[src/rtl/disp_sched_pkg.sv]
// rtl/disp_sched_pkg.sv - shared types and helpers for the display page scheduler
package disp_sched_pkg;

  typedef enum logic [1:0] {
    IDLE  = 2'd0,
    SHOW  = 2'd1,
    ALERT = 2'd2
  } sched_state_e;

  localparam logic [15:0] BLANK_DEFAULT = 16'h0000;
  localparam int MAX_SRC = 8;

  typedef struct packed {
    logic       found;
    logic [2:0] idx;
  } next_valid_t;

  // Round-robin search over cur+1 .. num_src-1, then 0 .. cur; cur itself is the last candidate
  function automatic next_valid_t next_valid(input logic [MAX_SRC-1:0] valid,
                                             input logic [2:0]         cur,
                                             input int                 num_src);
    next_valid_t res;
    int          cand;
    res = '0;
    // Walk from the farthest candidate back to the nearest so the nearest valid one wins
    for (int k = MAX_SRC; k >= 1; k--) begin
      if (k <= num_src) begin
        cand = (int'(cur) + k) % num_src;
        if (valid[cand]) begin
          res.found = 1'b1;
          res.idx   = 3'(cand);
        end
      end
    end
    return res;
  endfunction

endpackage

[src/rtl/disp_dwell_timer.sv]
// rtl/disp_dwell_timer.sv - loadable down-counter timing page dwell and alert hold
module disp_dwell_timer #(
  parameter int TW = 8
) (
  input  logic          clk,
  input  logic          rst,
  input  logic          load,
  input  logic [TW-1:0] load_val,
  output logic          expire
);

  logic [TW-1:0] cnt_q;
  logic [TW-1:0] cnt_d;

  // Load wins over counting; the count parks at zero until reloaded
  always_comb begin
    cnt_d = cnt_q;
    if (load) begin
      cnt_d = load_val;
    end else if (cnt_q != '0) begin
      cnt_d = cnt_q - TW'(1);
    end
  end

  // Count register
  always_ff @(posedge clk or posedge rst) begin
    if (rst) begin
      cnt_q <= '0;
    end else begin
      cnt_q <= cnt_d;
    end
  end

  // Pulses in the last counted cycle, as the count steps from 1 to 0, so that a
  // load of N places the following registered write exactly N cycles after the last one
  assign expire = (cnt_q == TW'(1));

endmodule

[src/rtl/disp_page_scheduler.sv]
// rtl/disp_page_scheduler.sv - round-robin page rotation with alert preemption for the 7-seg display
module disp_page_scheduler
  import disp_sched_pkg::*;
#(
  parameter int            NUM_SRC      = 4,
  parameter int            DW           = 16,
  parameter int            DWELL_CYCLES = 20_000_000,
  parameter int            ALERT_CYCLES = 30_000_000,
  parameter logic [DW-1:0] BLANK        = DW'(BLANK_DEFAULT)
) (
  input  logic                       clk,
  input  logic                       rst,
  input  logic [NUM_SRC*DW-1:0]      src_data,
  input  logic [NUM_SRC-1:0]         src_valid,
  input  logic [NUM_SRC-1:0]         src_upd,
  input  logic                       alert_req,
  input  logic [DW-1:0]              alert_data,
  output logic                       alert_ack,
  output logic [DW-1:0]              disp_data,
  output logic                       disp_we,
  output logic [$clog2(NUM_SRC)-1:0] page_idx,
  output logic                       alert_active
);

  localparam int PIW     = $clog2(NUM_SRC);
  localparam int MAX_CYC = (DWELL_CYCLES > ALERT_CYCLES) ? DWELL_CYCLES : ALERT_CYCLES;
  localparam int TW      = $clog2(MAX_CYC + 1);

  sched_state_e   state_q, state_d;
  logic [DW-1:0]  disp_data_q, disp_data_d;
  logic           disp_we_q, disp_we_d;
  logic           alert_ack_q, alert_ack_d;
  logic           alert_active_q, alert_active_d;
  logic [PIW-1:0] page_idx_q, page_idx_d;
  logic [PIW-1:0] saved_q, saved_d;

  logic           tmr_load;
  logic [TW-1:0]  tmr_val;
  logic           tmr_expire;

  logic [MAX_SRC-1:0] valid_ext;
  next_valid_t        nv_first, nv_page, nv_saved;
  logic               advance;
  logic               tgt_found;
  logic [PIW-1:0]     tgt_idx;

  assign valid_ext = MAX_SRC'(src_valid);
  assign nv_first  = next_valid(valid_ext, 3'(NUM_SRC - 1), NUM_SRC);
  assign nv_page   = next_valid(valid_ext, 3'(page_idx_q), NUM_SRC);
  assign nv_saved  = next_valid(valid_ext, 3'(saved_q), NUM_SRC);

  // Decide whether the shown page changes this cycle and which page comes next
  always_comb begin
    advance   = 1'b0;
    tgt_found = 1'b0;
    tgt_idx   = page_idx_q;
    case (state_q)
      IDLE: begin
        advance   = |src_valid;
        tgt_found = nv_first.found;
        tgt_idx   = PIW'(nv_first.idx);
      end
      SHOW: begin
        advance   = tmr_expire || !src_valid[page_idx_q];
        tgt_found = nv_page.found;
        tgt_idx   = PIW'(nv_page.idx);
      end
      ALERT: begin
        advance = tmr_expire;
        if (src_valid[saved_q]) begin
          tgt_found = 1'b1;
          tgt_idx   = saved_q;
        end else begin
          tgt_found = nv_saved.found;
          tgt_idx   = PIW'(nv_saved.idx);
        end
      end
      default: ;
    endcase
  end

  // Next register values: alert entry beats a page advance, which beats a data refresh
  always_comb begin
    state_d        = state_q;
    disp_data_d    = disp_data_q;
    disp_we_d      = 1'b0;
    page_idx_d     = page_idx_q;
    alert_ack_d    = 1'b0;
    alert_active_d = alert_active_q;
    saved_d        = saved_q;
    tmr_load       = 1'b0;
    tmr_val        = '0;
    if (state_q != ALERT && alert_req) begin
      state_d        = ALERT;
      saved_d        = page_idx_q;
      disp_data_d    = alert_data;
      disp_we_d      = 1'b1;
      alert_ack_d    = 1'b1;
      alert_active_d = 1'b1;
      tmr_load       = 1'b1;
      tmr_val        = TW'(ALERT_CYCLES);
    end else if (advance) begin
      alert_active_d = 1'b0;
      disp_we_d      = 1'b1;
      tmr_load       = 1'b1;
      if (tgt_found) begin
        state_d     = SHOW;
        page_idx_d  = tgt_idx;
        disp_data_d = src_data[int'(tgt_idx)*DW +: DW];
        tmr_val     = TW'(DWELL_CYCLES);
      end else begin
        // Nothing left to show: blank the display and park the timer at zero
        state_d     = IDLE;
        disp_data_d = BLANK;
      end
    end else if (state_q == SHOW && src_upd[page_idx_q]) begin
      disp_we_d   = 1'b1;
      disp_data_d = src_data[int'(page_idx_q)*DW +: DW];
    end
  end

  // Scheduler state and registered outputs
  always_ff @(posedge clk or posedge rst) begin
    if (rst) begin
      state_q        <= IDLE;
      disp_data_q    <= BLANK;
      disp_we_q      <= 1'b0;
      page_idx_q     <= '0;
      alert_ack_q    <= 1'b0;
      alert_active_q <= 1'b0;
      saved_q        <= '0;
    end else begin
      state_q        <= state_d;
      disp_data_q    <= disp_data_d;
      disp_we_q      <= disp_we_d;
      page_idx_q     <= page_idx_d;
      alert_ack_q    <= alert_ack_d;
      alert_active_q <= alert_active_d;
      saved_q        <= saved_d;
    end
  end

  disp_dwell_timer #(
    .TW(TW)
  ) u_timer (
    .clk     (clk),
    .rst     (rst),
    .load    (tmr_load),
    .load_val(tmr_val),
    .expire  (tmr_expire)
  );

  assign disp_data    = disp_data_q;
  assign disp_we      = disp_we_q;
  assign page_idx     = page_idx_q;
  assign alert_ack    = alert_ack_q;
  assign alert_active = alert_active_q;

endmodule

[config.mk]
export PLATFORM = sky130hd
export DESIGN_NAME = disp_page_scheduler
export DESIGN_NICKNAME = d
export VERILOG_FILES = /design/src/rtl/disp_sched_pkg.sv /design/src/rtl/disp_dwell_timer.sv /design/src/rtl/disp_page_scheduler.sv
export SDC_FILE = /design/constraint.sdc
export NUM_CORES = 1
export LEC_CHECK = 0
export BUFFER_PORTS_ARGS = -buffer_cell sky130_fd_sc_hd__buf_2
export CORE_UTILIZATION = 50
export CTS_BUF_LIST = sky130_fd_sc_hd__clkbuf_4 sky130_fd_sc_hd__clkbuf_8
export CTS_CLUSTER_SIZE = 28
export DETAILED_ROUTE_END_ITERATION = 7
export PLACE_DENSITY_LB_ADDON = 0.2
export SKIP_LAST_GASP = 1
export SLEW_MARGIN = 5
export SYNTH_ARGS = -nofsm -noshare
export SYNTH_HDL_FRONTEND = slang
export SYNTH_HIERARCHICAL = 1
export SYNTH_SLANG_ARGS = --single-unit
[constraint.sdc]
create_clock -name clk -period 3.2 [get_ports clk]
set_input_delay 0.32 -clock clk [delete_from_list [all_inputs] [get_ports clk]]
set_output_delay 0.32 -clock clk [all_outputs]
set_load 0.1 [all_outputs]
== Word-level counts from Yosys, hierarchy flattened ==
Cells that the tools add are included.
Cells by class
  shifts and indexed selects: 2
  reduce and logical (&&, ||, !) cells: 19
  add/subtract/negate cells: 9
  multiplexer cells: 67
  order comparisons: 10
  equal/unequal tests: 4
  bitwise operators: 9
Operator list (number)
  $shiftx 64x7->16: 2
  $mux 25: 5
  $mux 16: 4
  $mux 4: 12
  $lt 3x5->1 const B: 8
  $mux 1: 29
  $eq 25x1->1 const B: 1
  $reduce_bool 25->1: 1
  $sub 25x1->25 const B: 1
  $bmux 1 s3: 8
  $reduce_or 2->1: 8
  $add 2x1->2 const B: 4
  $add 2x2->2 const B: 4
  $and 1x1->1 const A: 8
  $bmux 1 s2: 3
  $lt 2x3->1 const B: 2
  $mux 2: 3
  $pmux 1 s3: 2
  $pmux 2 s3: 1
  $reduce_bool 2->1: 2
  $reduce_or 4->1: 1
  $reduce_and 3->1: 1
  $reduce_bool 3->1: 1
  $eq 2x1->1 const B: 1
  7 further kinds: 8
Storage, ports and cells
  bits in registers: 50
  output and inout bits: 21
  logic and storage cells: 128
  input bits: 91

== Longest topological paths before layout ==
  depth in word-level cells: 16
  depth in mapped cells: 15
  mapped depth without buffers: 13

== Cells and area by module ==
The synthesis kept the hierarchy.
Modules (own cells, without submodules)
  disp_page_scheduler: seq. area each 600.6 um2, area an instance 2602.5 um2, times used 1, cells each 235
  disp_dwell_timer: seq. area each 625.6 um2, area an instance 1647.8 um2, times used 1, cells each 173

== Worst setup path after synthesis ==
OpenSTA, ideal clock, no wires.
  kind: register -> register
  start: register page_idx_q[0] (netlist: page_idx[0])
  end: register u_timer.cnt_q[5]
  setup slack: -47 ps
  arrival: 3122 ps
  cell stages (with the launch flop): 11
  library setup time: 125 ps
  buffers on the path: 2
  data required time: 3075 ps
  period minus slack after synthesis: 3247 ps
  cells stage by stage: dfrtp_1 > mux4_2 > a31oi_4 > a21oi_2 > a21oi_4 > buf_4 > clkinv_1 > nand2_1 > nor3_2 > buf_2 > a2111oi_0
Between the ends
  longest elaborated chain between the ends: 8
  elaborated cells on any way between the ends: 11
  classes of those cells: 8 x mux; 3 x reduce/logical
RTL lines
  from (decl): line disp_page_scheduler.sv:34  | logic [PIW-1:0] page_idx_q, page_idx_d;
  from (signal assigned): line disp_page_scheduler.sv:136  | page_idx_q <= page_idx_d;
  $bmux 1 s2 *: line disp_page_scheduler.sv:64  | advance = tmr_expire || !src_valid[page_idx_q];
  $mux 1 (not written as such) *: line disp_page_scheduler.sv:64
  $logic_not 1->1 *: line disp_page_scheduler.sv:64
  $logic_or 1x1->1 *: line disp_page_scheduler.sv:64
  $pmux 1 s3 *: line disp_page_scheduler.sv:57  | case (state_q)
  $mux 1 *: line disp_page_scheduler.sv:102  | end else if (advance) begin
  $mux 1 *: line disp_page_scheduler.sv:93  | if (state_q != ALERT && alert_req) begin
  via tmr_load: line disp_page_scheduler.sv:37  | logic tmr_load;
  $mux 25 or $reduce_bool 2->1 (tied branches)
  to (signal assigned): line disp_dwell_timer.sv:30  | cnt_q <= cnt_d;
  to (decl): line disp_dwell_timer.sv:12  | logic [TW-1:0] cnt_q;
Mark *: on every way through the listed nets, which the timed path passes. The rest lies on a longest branch. The select of a mux whose other input is x is not followed.
A chain may end at the register's enable or synchronous reset.

== Final worst setup path ==
  start: register u_timer.cnt_q[17]
  end: register u_timer.cnt_q[5]
Between the ends
  longest elaborated chain between the ends: 6
  elaborated cells on any way between the ends: 10
  classes of those cells: 1 x eq/ne; 6 x mux; 3 x reduce/logical
RTL lines
  $eq 25x1->1 *: line disp_dwell_timer.sv:36  | assign expire = (cnt_q == TW'(1));
  via tmr_expire: line disp_page_scheduler.sv:39  | logic tmr_expire;
  $logic_or 1x1->1: line disp_page_scheduler.sv:64
  $pmux 1 s3 *: line disp_page_scheduler.sv:57
  $mux 25 or $mux 1 (tied branches): line disp_page_scheduler.sv:102
  $mux 25 or $mux 1 (tied branches): line disp_page_scheduler.sv:93
  $mux 25 or $reduce_bool 2->1 (tied branches)
Mark *: on every way through the listed nets, which the timed path passes. The rest lies on a longest branch.

==> flow_metrics.env <==
export IMPL_outcome="complete, no violations"
export IMPL_rows=33
export IMPL_slowest_stage="dfrtp_1"
export IMPL_met1_usage=0.349
export IMPL_yosysTopAreaCell="dfrtp_1"
export IMPL_cp_data_required_time_ps=3370
export IMPL_regArea_sq_um=1230
export IMPL_multi_input_area_sq_um=2810
export IMPL_grt_pass1_wl_mm=17.6
export IMPL_worst_path_buf_inv=3
export IMPL_finalClockSkew_ps=7.28
export IMPL_htreeDepth=2
export IMPL_fillers=748
export IMPL_num_vias=3793
export IMPL_drive_gt1_frac=0.393
export IMPL_synth_seq_cells=49
export IMPL_relSlewSlack=0.171
export IMPL_place_gp_congestion=0.815
export IMPL_critPathCaptureType="flip-flop"
export IMPL_cp_arrival_ps=3130
export IMPL_p_total_mw=3.52
export IMPL_clk_latency_ps=310
export IMPL_die_area_sq_um=8870
export IMPL_wire_per_inst_microns=18.1
export IMPL_grt_use_met3=0.0405
export IMPL_num_nets_final=610
export IMPL_syn_inst=408
export IMPL_synthTopCellsByArea="dfrtp_1, mux2i_1, mux4_2"
export IMPL_hold_viol=0
export IMPL_power_leakage_nw=2.19
export IMPL_antenna_found_initial=0
export IMPL_rsz0062_at_grt="false"
export IMPL_cp_max_fo=13
export IMPL_yosysSeqAreaShare=0.288
export IMPL_first_pass_iters=4
export IMPL_start_kind="flip-flop"
export IMPL_fin_setup_tns_ps=0
export IMPL_track_usage=0.253
export IMPL_core_area_sq_um=8220
export IMPL_hpwl_mm=7.98
export IMPL_worstMarginPinSlew_ps=1240
export IMPL_ir_drop_v=0.000519
export IMPL_busiest_layer="met2"
export IMPL_clk_pin_slew_ps=100
export IMPL_clockBufferDepth=2
export IMPL_report_final_slew_viol_count=0
export IMPL_area_growth_pct=16.8
export IMPL_crit_type="reg -> reg"
export IMPL_final_common_cell="buf_2"
export IMPL_die_w_microns=94.2
export IMPL_grt_overflow_total=0
export IMPL_max_stage_delay_ps=450
export IMPL_boundaryPins=112
export IMPL_fp_dieH_microns=94.2
export IMPL_initial_core_util=0.517
export IMPL_netlist_area_sq_um=4250
export IMPL_grt_max_degree=30
export IMPL_setup_viol=0
export IMPL_synth_ff_type="dfrtp_1"
export IMPL_p_per_area_nw_per_um2=710
export IMPL_cts_buffers=5
export IMPL_max_freq_mhz=338
export IMPL_yosys_warnings=6
export IMPL_crit_path_cell_trace="nor4_1, nand4_1, nor3_2, inv_1, a31oi_4, a21oi_2, a21oi_4, clkinv_1, buf_4, and3_1, a2111oi_0"
export IMPL_cts_root_buffer="clkbuf_8"
export IMPL_portBuffers=111
export IMPL_clock_sinks=49
export IMPL_final_antenna_net_count=0
export IMPL_wirelength_mm=11.2
export IMPL_grtUsageMet2=0.414
export IMPL_final_cell_mix="buf_2, dfrtp_1, mux2i_1, a21oi_1, nor2_1"
export IMPL_synth_edf_count=0
export IMPL_period_share=0.925
export IMPL_hp_class="in -> reg"
export IMPL_crit_family="simple AND/OR/NAND/NOR gates"
export IMPL_drcViolationCount=0
export IMPL_drtIter0Drc=249
export IMPL_yosysTopAreaCellShare=0.288
export IMPL_insertedDiodeCount=0
export IMPL_vias_per_cell=6.10
export IMPL_avgSynthCellArea_sq_um=10.4
export IMPL_ys_types=77
export IMPL_post_route_min_period_ps=2960
export IMPL_synthArstFlopShare=1.00
export IMPL_cts_tree="yes"
export IMPL_drv_cap=0
export IMPL_first_global_vias=3630
-- flip-flops by register name (all words and copies together) (netlist names) --
name / flops
page_idx: 2
disp_data: 16
disp_we: 1
alert_ack: 1
saved_q: 2
state_q: 2
u_timer/cnt_q: 25
-- report_power, final --
part	leakage (nW)	total (mW)	switching, mW	internal [mW]
combinational	1.54	1.96	1.27	0.692
clock	0.0439	0.376	0.224	0.152
sequential	0.599	1.18	0.321	0.862
total	2.19	3.52	1.82	1.71
-- cell type report --
| cell class | instances | share of cell area |
|---|---|---|
| clock buffers | 5 | 0.0139 |
| clock inverters | 3 | 0.00353 |
| inverters | 14 | 0.0106 |
| multi-input cells | 322 | 0.567 |
| flip-flops and latches | 49 | 0.247 |
| well taps | 105 | 0.0265 |
| repair buffers | 124 | 0.132 |
-- synth_stat cells, types with 4 or more instances --
cell type and n:
nor3_1 11, o21ai_0 9, nand3_1 4, nor2b_1 5, clkbuf_1 7, a211oi_1 7, nand2b_1 5, buf_6 7
buf_2 13, nor3b_1 8, inv_1 12, nand4_1 6, nor4b_1 5, mux4_2 18, nand2_1 18, o21ai_1 7
dfrtp_1 49, nor2_1 20, xor2_1 4, o221ai_1 11, o211ai_1 5, mux2i_1 41, a2bb2oi_2 13, a21oi_1 22
xnor2_1 7, nor4_4 4, o21a_1 9, nor4_1 6
-- what timing repair did --
item,4_1_cts,5_1_grt
hold buffers,0,0
buffers inserted,0,0
resized for setup,0,2
endpoints found under the setup margin,0,5
-- metal layers --
metal,share of wire,vias up
met4,0.011,0
met1,0.44,1869
met2,0.49,121
met3,0.054,9
met5,0,-
li1,-,1794
-- logic make-up (layout without fill, tap and decap cells) --
kind of cell | Yosys count | count (layout) | synth area share
xor+xnor | 11 | 11 | 0.0227
other cells | 1 | 10 | 0.000882
buf+inv | 46 | 146 | 0.0606
compound gates | 119 | 119 | 0.229
simple gates | 118 | 118 | 0.192
flops | 49 | 49 | 0.288
mux | 61 | 61 | 0.197
fa+ha+maj | 3 | 3 | 0.00883
-- stage by stage --
stage               utilization  setup slack (ps)  hold WS [ps]  std cells  instance area (sq um)
CTS                       0.603               133           225        622                   4950
global route              0.604              2.24           233        622                   4960
floorplan                     -              36.1           335        417                   4290
global placement          0.592               286           527        614                   4860
finish                    0.604               240           227        622                   4960
detailed placement        0.592               116           546        614                   4860
-- final timing paths --
path,end,start,slack (ps),cells after the start
worst max register to register,u_timer/cnt_q[5],u_timer/cnt_q[17],240,11
min in group asynchronous,u_timer/cnt_q[17],rst,250,2
worst min register to register,saved_q[0],saved_q[0],580,1
worst max-delay path,u_timer/cnt_q[5],u_timer/cnt_q[17],240,11
max in group asynchronous,page_idx[0],rst,2240,2
worst min-delay path,disp_data[15],alert_data[15],230,3
-- worst register-to-register path, delay by kind of cell (launching register included) --
kind	cells	cell delay, ps
simple gates	4	1100
compound gates	4	860
flops	1	450
buf+inv	3	440
Note: power is estimated with default switching activity, not from simulation.
